**config.mk**
```make
export PLATFORM = sky130hd
export DESIGN_NAME = row_column_feeder
export DESIGN_NICKNAME = d
export VERILOG_FILES = /design/src/rtl/row_column_feeder.sv
export SDC_FILE = /design/constraint.sdc
export NUM_CORES = 2
export LEC_CHECK = 0
export BUFFER_PORTS_ARGS = -buffer_cell sky130_fd_sc_hd__clkbuf_2
export CORE_MARGIN = 2
export CORE_UTILIZATION = 30
export DETAILED_ROUTE_END_ITERATION = 8
export SKIP_CTS_REPAIR_TIMING = 1
export SLEW_MARGIN = 25
export SYNTH_ARGS = -nofsm -noshare
export SYNTH_HDL_FRONTEND = slang
export SYNTH_SLANG_ARGS = --single-unit
```
**constraint.sdc**
```tcl
create_clock -name clk -period 86.2 [get_ports clk]
set_clock_uncertainty 0.05 [all_clocks]
set_input_delay 17.24 -clock clk [delete_from_list [all_inputs] [get_ports clk]]
set_output_delay 17.24 -clock clk [all_outputs]
set_load 0.005 [all_outputs]
```
**src/rtl/row_column_feeder.sv**
```systemverilog
// Ping-pong transpose buffer: row beats in (valid/ready), column beats out (no backpressure).
// Two banks each hold one complete matrix set; the per-bank full flag hands a bank from writer to reader.
module row_column_feeder #(
  parameter int N_MATS     = 10,
  parameter int DATA_WIDTH = 16,
  parameter int MAT_HEIGHT = 2,
  parameter int MAT_WIDTH  = 4
) (
  input  logic                                             clk,
  input  logic                                             rst,
  input  logic                                             in_valid,
  output logic                                             in_ready,
  input  logic [N_MATS-1:0][MAT_WIDTH-1:0][DATA_WIDTH-1:0]  in_row,
  output logic                                             valid_out,
  output logic [N_MATS-1:0][MAT_HEIGHT-1:0][DATA_WIDTH-1:0] column_out,
  output logic                                             last_out
);

  localparam int RW = (MAT_HEIGHT > 1) ? $clog2(MAT_HEIGHT) : 1;
  localparam int CW = $clog2(MAT_WIDTH);

  typedef logic [N_MATS-1:0][MAT_WIDTH-1:0][DATA_WIDTH-1:0]  row_t;
  typedef logic [N_MATS-1:0][MAT_HEIGHT-1:0][DATA_WIDTH-1:0] col_t;
  typedef enum logic {IDLE, STREAM} state_t;

  row_t          mem_q [2][MAT_HEIGHT];
  logic [1:0]    full_q;
  logic          wr_bank_q;
  logic          rd_bank_q;
  logic [RW-1:0] wr_row_q;
  logic [CW-1:0] rd_col_q;
  state_t        state_q;

  col_t col_d;
  logic wr_acc;
  logic wr_last;
  logic rd_go;
  logic rd_last;

  assign in_ready = !full_q[wr_bank_q];
  assign wr_acc   = in_valid && in_ready;
  assign wr_last  = (wr_row_q == RW'(MAT_HEIGHT - 1));
  // IDLE emits column 0 on the edge it sees a full bank, so the flag is always one cycle old.
  assign rd_go    = (state_q == STREAM) || full_q[rd_bank_q];
  assign rd_last  = rd_go && (rd_col_q == CW'(MAT_WIDTH - 1));

  always_comb begin
    col_d = '0;
    for (int unsigned m = 0; m < N_MATS; m++) begin
      for (int unsigned r = 0; r < MAT_HEIGHT; r++) begin
        col_d[m][r] = mem_q[rd_bank_q][r][m][rd_col_q];
      end
    end
  end

  always_ff @(posedge clk) begin
    if (wr_acc) begin
      mem_q[wr_bank_q][wr_row_q] <= in_row;
    end
  end

  always_ff @(posedge clk) begin
    if (rst) begin
      full_q     <= '0;
      wr_bank_q  <= 1'b0;
      rd_bank_q  <= 1'b0;
      wr_row_q   <= '0;
      rd_col_q   <= '0;
      state_q    <= IDLE;
      valid_out  <= 1'b0;
      last_out   <= 1'b0;
      column_out <= '0;
    end else begin
      if (wr_acc) begin
        if (wr_last) begin
          full_q[wr_bank_q] <= 1'b1;
          wr_bank_q         <= ~wr_bank_q;
          wr_row_q          <= '0;
        end else begin
          wr_row_q <= wr_row_q + 1'b1;
        end
      end

      if (rd_go) begin
        column_out <= col_d;
        valid_out  <= 1'b1;
        last_out   <= rd_last;
        if (rd_last) begin
          full_q[rd_bank_q] <= 1'b0;
          rd_bank_q         <= ~rd_bank_q;
          rd_col_q          <= '0;
          state_q           <= full_q[~rd_bank_q] ? STREAM : IDLE;
        end else begin
          rd_col_q <= rd_col_q + 1'b1;
          state_q  <= STREAM;
        end
      end else begin
        valid_out <= 1'b0;
        last_out  <= 1'b0;
        rd_col_q  <= '0;
        state_q   <= IDLE;
      end
    end
  end

endmodule

```
Word-level counts from Yosys, hierarchy flattened --
Memory sizes are Yosys's and may differ from the RTL's. A register that Yosys moved wholly into a read port is not among the register bits. Index checks and enable logic that the tools add are counted.
Operators by class: equality and inequality tests 1, $lt $le $gt $ge 8, muxes and demuxes 65, $add $sub $neg 2, reduce and logical (&&, ||, !) cells 11, bitwise gates (word level) 7
Operator list (count):
- 1280-bit two-way mux | 1
- 16-bit binary-select mux with 2-bit select | 20
- 640-bit demux with 1-bit select | 1
- 640-bit two-way mux | 1
- 16-bit two-way mux | 20
- 1-bit two-way mux | 15
- 2-bit two-way mux | 5
- 1-bit by 2-bit less-than comparator with 1-bit output, second input constant | 3
- 1-bit logical AND | 5
- 2-bit AND reduction | 2
- 2-bit by 3-bit less-than comparator with 1-bit output, second input constant | 1
- 1-bit inverter | 3
- 3-bit OR reduction | 1
- 2-bit by 1-bit adder with 2-bit output, second input constant | 1
- 2-bit bitwise AND | 1
- 1-bit demux with 1-bit select | 2
- 2-bit == test, second input constant | 1
- 1-bit >= comparator, second input constant | 2
- 2-bit >= comparator, second input constant | 1
- 2-bit by 1-bit less-than comparator with 1-bit output, second input constant | 1
- 1-bit inverter with 2-bit output | 1
- 2-bit inverter | 1
- 2-bit bitwise OR | 1
- 2-bit OR reduction | 1
- other kinds (3) | 3
Word-level totals: memory bits (writable) 2560, bits in registers 330, memories 1, output and inout port bits 323
Memory list:
- mem_q | words 2, bits a word 1280, read ports 1, clocked after memory_dff 1, wr ports 1, RTL line 26 | row_t mem_q [2][MAT_HEIGHT];

Depth between registers and ports, before layout --
depth after elaboration 11, depth in mapped cells 8, depth with buffers taken out 4

Worst setup path before layout --
No wires, ideal clock.
path kind input port to flip-flop, from in in_valid, to mem mem_q[0][0] (netlist name) (enable), stages 1, buffers on the path 0, slack 5776 ps, arrival 77129 ps, cell sequence nor4bb_1
Between the ends: cells in the longest elaborated chain, start to end 3
RTL lines:
- from (decl) | RTL line 11 | input logic in_valid,
- 1-bit logical AND | RTL line 41 | assign wr_acc = in_valid && in_ready;
- 1-bit two-way mux | RTL line 57 | if (wr_acc) begin
- 1280-bit two-way mux (implied by the code) | RTL line 58 | mem_q[wr_bank_q][wr_row_q] <= in_row;
- to (decl) | RTL line 26
No other way between the ends.

Worst setup path after layout --
from in in_valid, to mem mem_q[1][1246] (netlist name) (enable)
The elaborated chain is that of the path after synthesis.

==> metrics.txt <==
leakage component of the power=40.5 nW; wire length of the first global-routing pass=414 mm; most frequent cells in the layout=2560 x sky130_fd_sc_hd__edfxtp_1, 965 x sky130_fd_sc_hd__clkbuf_2, 791 x sky130_fd_sc_hd__mux2i_1; number of distinct library cell variants in the gate-level netlist after synthesis=40; number of clock sinks=2891; required time reported for the critical path endpoint=86.62 ns; most prevalent standard cell on the critical path=sky130_fd_sc_hd__buf_4; critical path data arrival time=20.56 ns; area of the core=355000 um2; most common cell after layout, fill and taps aside=sky130_fd_sc_hd__edfxtp_1; Setup Crit Path Kind=input pin to register; routed wire length per instance=25.8 um; minimum clock period after layout=slightly above 20 ns; total CTS buffers=309; via count of the first global-routing pass=56400; number of antenna violations at the first check in global routing=between 100 and 150; ports placed on the boundary=just under 1000; Clock transition at path regs=roughly 0.060 ns; maximum clock path buffer count=4; final critical-path setup slack=around 66 ns; final setup violation count=0; critical-path maximum fanout=87; DIE AREA=360000 um2; largest net degree at the start of global routing=between 150 and 200; status=complete, no violations; cell area after synthesis=107000 um2; sum of net half-perimeters after detailed placement=~180 mm; power density normalized to cell area=between 20 and 25 nW/um2; Worst Setup Start Kind=input pin; relative slew slack=25.0%; clock latency on the worst-skew pair=0.92 ns; Cell Rows=219; number of optimization iterations in the first detailed-route pass=6; Max stage delay cell, worst path=sky130_fd_sc_hd__buf_4; DRC marker count from the first detailed-route iteration=slightly above 5000; filler instances=32858; number of standard cells after synthesis=around 5300; placer congestion estimate=0.793; IR drop worst, VDD=0.0210 mV; Post-Synthesis Mean Instance Area=about 20 um2; final-report hold violation count=0; flip-flop and latch count after synthesis=2891; Critical Path Max Stage Delay=roughly 0.87 ns; remaining antenna violation count=0; number of vias in the routed layout=55855; total routing usage reported by global routing=15.6%; pre-CTS worst setup slack=65.17 ns; placed instance area=117000 um2; nets=6957; clock root buffer=sky130_fd_sc_hd__clkbuf_16; filler-free cell count of the finished design=approximately 11000; Residual DRC=0; per-cell via count in the routed design=4.91; IO buf count=965; total congestion overflow=0; die width=600 um; total of warnings raised by yosys=0; wirelength, routed=293 mm; instance count after placement with tap cells included=10747; Layout Utilization=35.9%; Max-Cap Viols=0; vertical die dimension=600 um; Initial Utilization=a little under a third; number of levels in the clock H-tree=5; fin. max-slew vios=0; cells along the critical path=clkbuf_2 -> nand2b_1 -> nor2_4 -> buf_12 -> buf_16 -> buf_4 -> buf_4; fin crit share=23.4%; top achievable clock speed=between 40 and 50 MHz; RSZ-0062 raised after global routing=no; post-synthesis to final-layout area growth=19.3%; Crit. End Element=register; Post-Synthesis Net Count=5908; fraction of final layout cells with drive strength greater than 1=a little over a quarter; aggregate negative setup slack=0 ns; final std cell area, no fill=127000 um2; TritonCTS clock tree=built; measured slew at the worst slew-check pin=roughly 1.1 ns; Worst Hold Class=register to register; share of the yosys chip area belonging to registers=between 70% and 80%
[layout make-up]
type / count / area [um2] / share of cell area (%)
multi-input cells: 2038 / 21500 / 16.9
clock inverters: 149 / 1750 / 1.38
clock buffers: 423 / 8540 / 6.71
inverters: 6 / 30.0 / 0.0236
flip-flops and latches: 2891 / 83500 / 65.6
diodes: 55 / 138 / 0.108
repair buffers: 1067 / 5890 / 4.63
well taps: 4751 / 5940 / 4.67
[state kept, by name, summed over array words and instances (netlist names), named ones only]
name	count
state_q	1
rd_col_q	2
last_out	1
wr_bank_q	1
valid_out	1
column_out	320
full_q	2
rd_bank_q	1
mem_q	2560
wr_last	1
[power by group]
part           total, mW  switching, mW  leakage, nW  internal (mW)
Sequential          1.61         0.0208         26.2           1.59
Combinational      0.171          0.107         9.30         0.0637
Clock               1.32          0.562         5.00          0.761
[worst max-delay path, delay by kind of cell]
| family | cells | cell delay [ns] |
|---|---|---|
| and+or+nand+nor | 2 | 0.33 |
| buffers and inverters | 5 | 2.60 |
[cells in the mapped netlist]
| cell type | count | area (um2) |
|---|---|---|
| sky130_fd_sc_hd__edfxtp_1 | 2560 | 76900 |
| sky130_fd_sc_hd__mux2i_1 | 791 | 7920 |
| sky130_fd_sc_hd__a22oi_1 | 395 | 2970 |
| sky130_fd_sc_hd__dfxtp_1 | 331 | 6630 |
| sky130_fd_sc_hd__a32o_1 | 320 | 3200 |
| sky130_fd_sc_hd__mux4_2 | 245 | 5520 |
| sky130_fd_sc_hd__or2_0 | 174 | 1090 |
| sky130_fd_sc_hd__buf_2 | 147 | 736 |
| sky130_fd_sc_hd__clkbuf_1 | 104 | 390 |
| sky130_fd_sc_hd__nand2b_1 | 41 | 257 |
| sky130_fd_sc_hd__buf_6 | 34 | 383 |
| sky130_fd_sc_hd__buf_4 | 31 | 233 |
| sky130_fd_sc_hd__or2_2 | 20 | 125 |
| sky130_fd_sc_hd__buf_1 | 13 | 48.8 |
| sky130_fd_sc_hd__or2_1 | 13 | 81.3 |
| sky130_fd_sc_hd__nor2_1 | 7 | 26.3 |
| sky130_fd_sc_hd__inv_1 | 5 | 18.8 |
| sky130_fd_sc_hd__a21oi_1 | 3 | 15.0 |
| sky130_fd_sc_hd__and2_1 | 3 | 18.8 |
| sky130_fd_sc_hd__a221oi_1 | 2 | 17.5 |
| sky130_fd_sc_hd__nand2_1 | 2 | 7.51 |
| sky130_fd_sc_hd__nor2b_1 | 2 | 12.5 |
| sky130_fd_sc_hd__nor3_1 | 2 | 10.0 |
| sky130_fd_sc_hd__nor3b_1 | 2 | 15.0 |
| sky130_fd_sc_hd__o21ai_0 | 2 | 10.0 |
| sky130_fd_sc_hd__a211o_1 | 1 | 8.76 |
| sky130_fd_sc_hd__a211oi_1 | 1 | 7.51 |
| sky130_fd_sc_hd__a21o_1 | 1 | 7.51 |
| sky130_fd_sc_hd__a31oi_1 | 1 | 6.26 |
| sky130_fd_sc_hd__and2_0 | 1 | 6.26 |
| sky130_fd_sc_hd__and2b_1 | 1 | 7.51 |
| sky130_fd_sc_hd__ha_1 | 1 | 12.5 |
| sky130_fd_sc_hd__inv_2 | 1 | 3.75 |
| sky130_fd_sc_hd__mux2_2 | 1 | 11.3 |
| sky130_fd_sc_hd__nand3_1 | 1 | 5.00 |
| sky130_fd_sc_hd__nand3b_1 | 1 | 7.51 |
| sky130_fd_sc_hd__nor2b_2 | 1 | 8.76 |
| sky130_fd_sc_hd__nor4bb_1 | 1 | 10.0 |
| sky130_fd_sc_hd__o22ai_1 | 1 | 6.26 |
| sky130_fd_sc_hd__or3_1 | 1 | 6.26 |
[routing by layer]
layer	vias to the layer above	global-route usage (%)	part of all wire, %
li1	24014	-	-
met1	29282	18.7	39
met2	1930	26.9	50
met3	555	3.83	6.9
met4	74	6.13	3.8
met5	-	0	0.17
[worst paths after layout]
| check | startpoint | to | slack, ns | cells past startpoint |
|---|---|---|---|---|
| worst min register to register | column_out[39]$_SDFFE_PP0N_ | column_out[39]$_SDFFE_PP0N_ | 0.41 | 1 |
| worst max register to register | rd_col_q[0]$_SDFF_PP0_ | column_out[128]$_SDFFE_PP0N_ | 81.10 | 7 |
| worst min-delay path | column_out[39]$_SDFFE_PP0N_ | column_out[39]$_SDFFE_PP0N_ | 0.41 | 1 |
| worst max-delay path | in_valid | mem_q[1][1246]$_DFFE_PP_ | 66.06 | 7 |
[metrics by stage]
step / total power, mW / hold WS [ns]
after CTS: 3.14 / 0.417
after global routing: 3.21 / 0.426
after global placement: 1.81 / 0.401
after detailed placement: 1.82 / 0.404
final: 3.11 / 0.414
after floorplan: 1.81 / 0.416
[kinds of logic (layout without fill, tap and decap cells)]
family	after synthesis	in the layout	share of synthesized area, %
adder cells (fa/ha/maj)	1	1	0.0117
AND/OR/NAND/NOR	273	273	1.59
buffers and inverters	335	1645	1.70
multiplexers	1037	1037	12.6
flip-flops	2891	2891	78.2
other	0	55	0
AO/OA/AOI/OAI	727	727	5.85
Power figures use the tool's default switching activity.
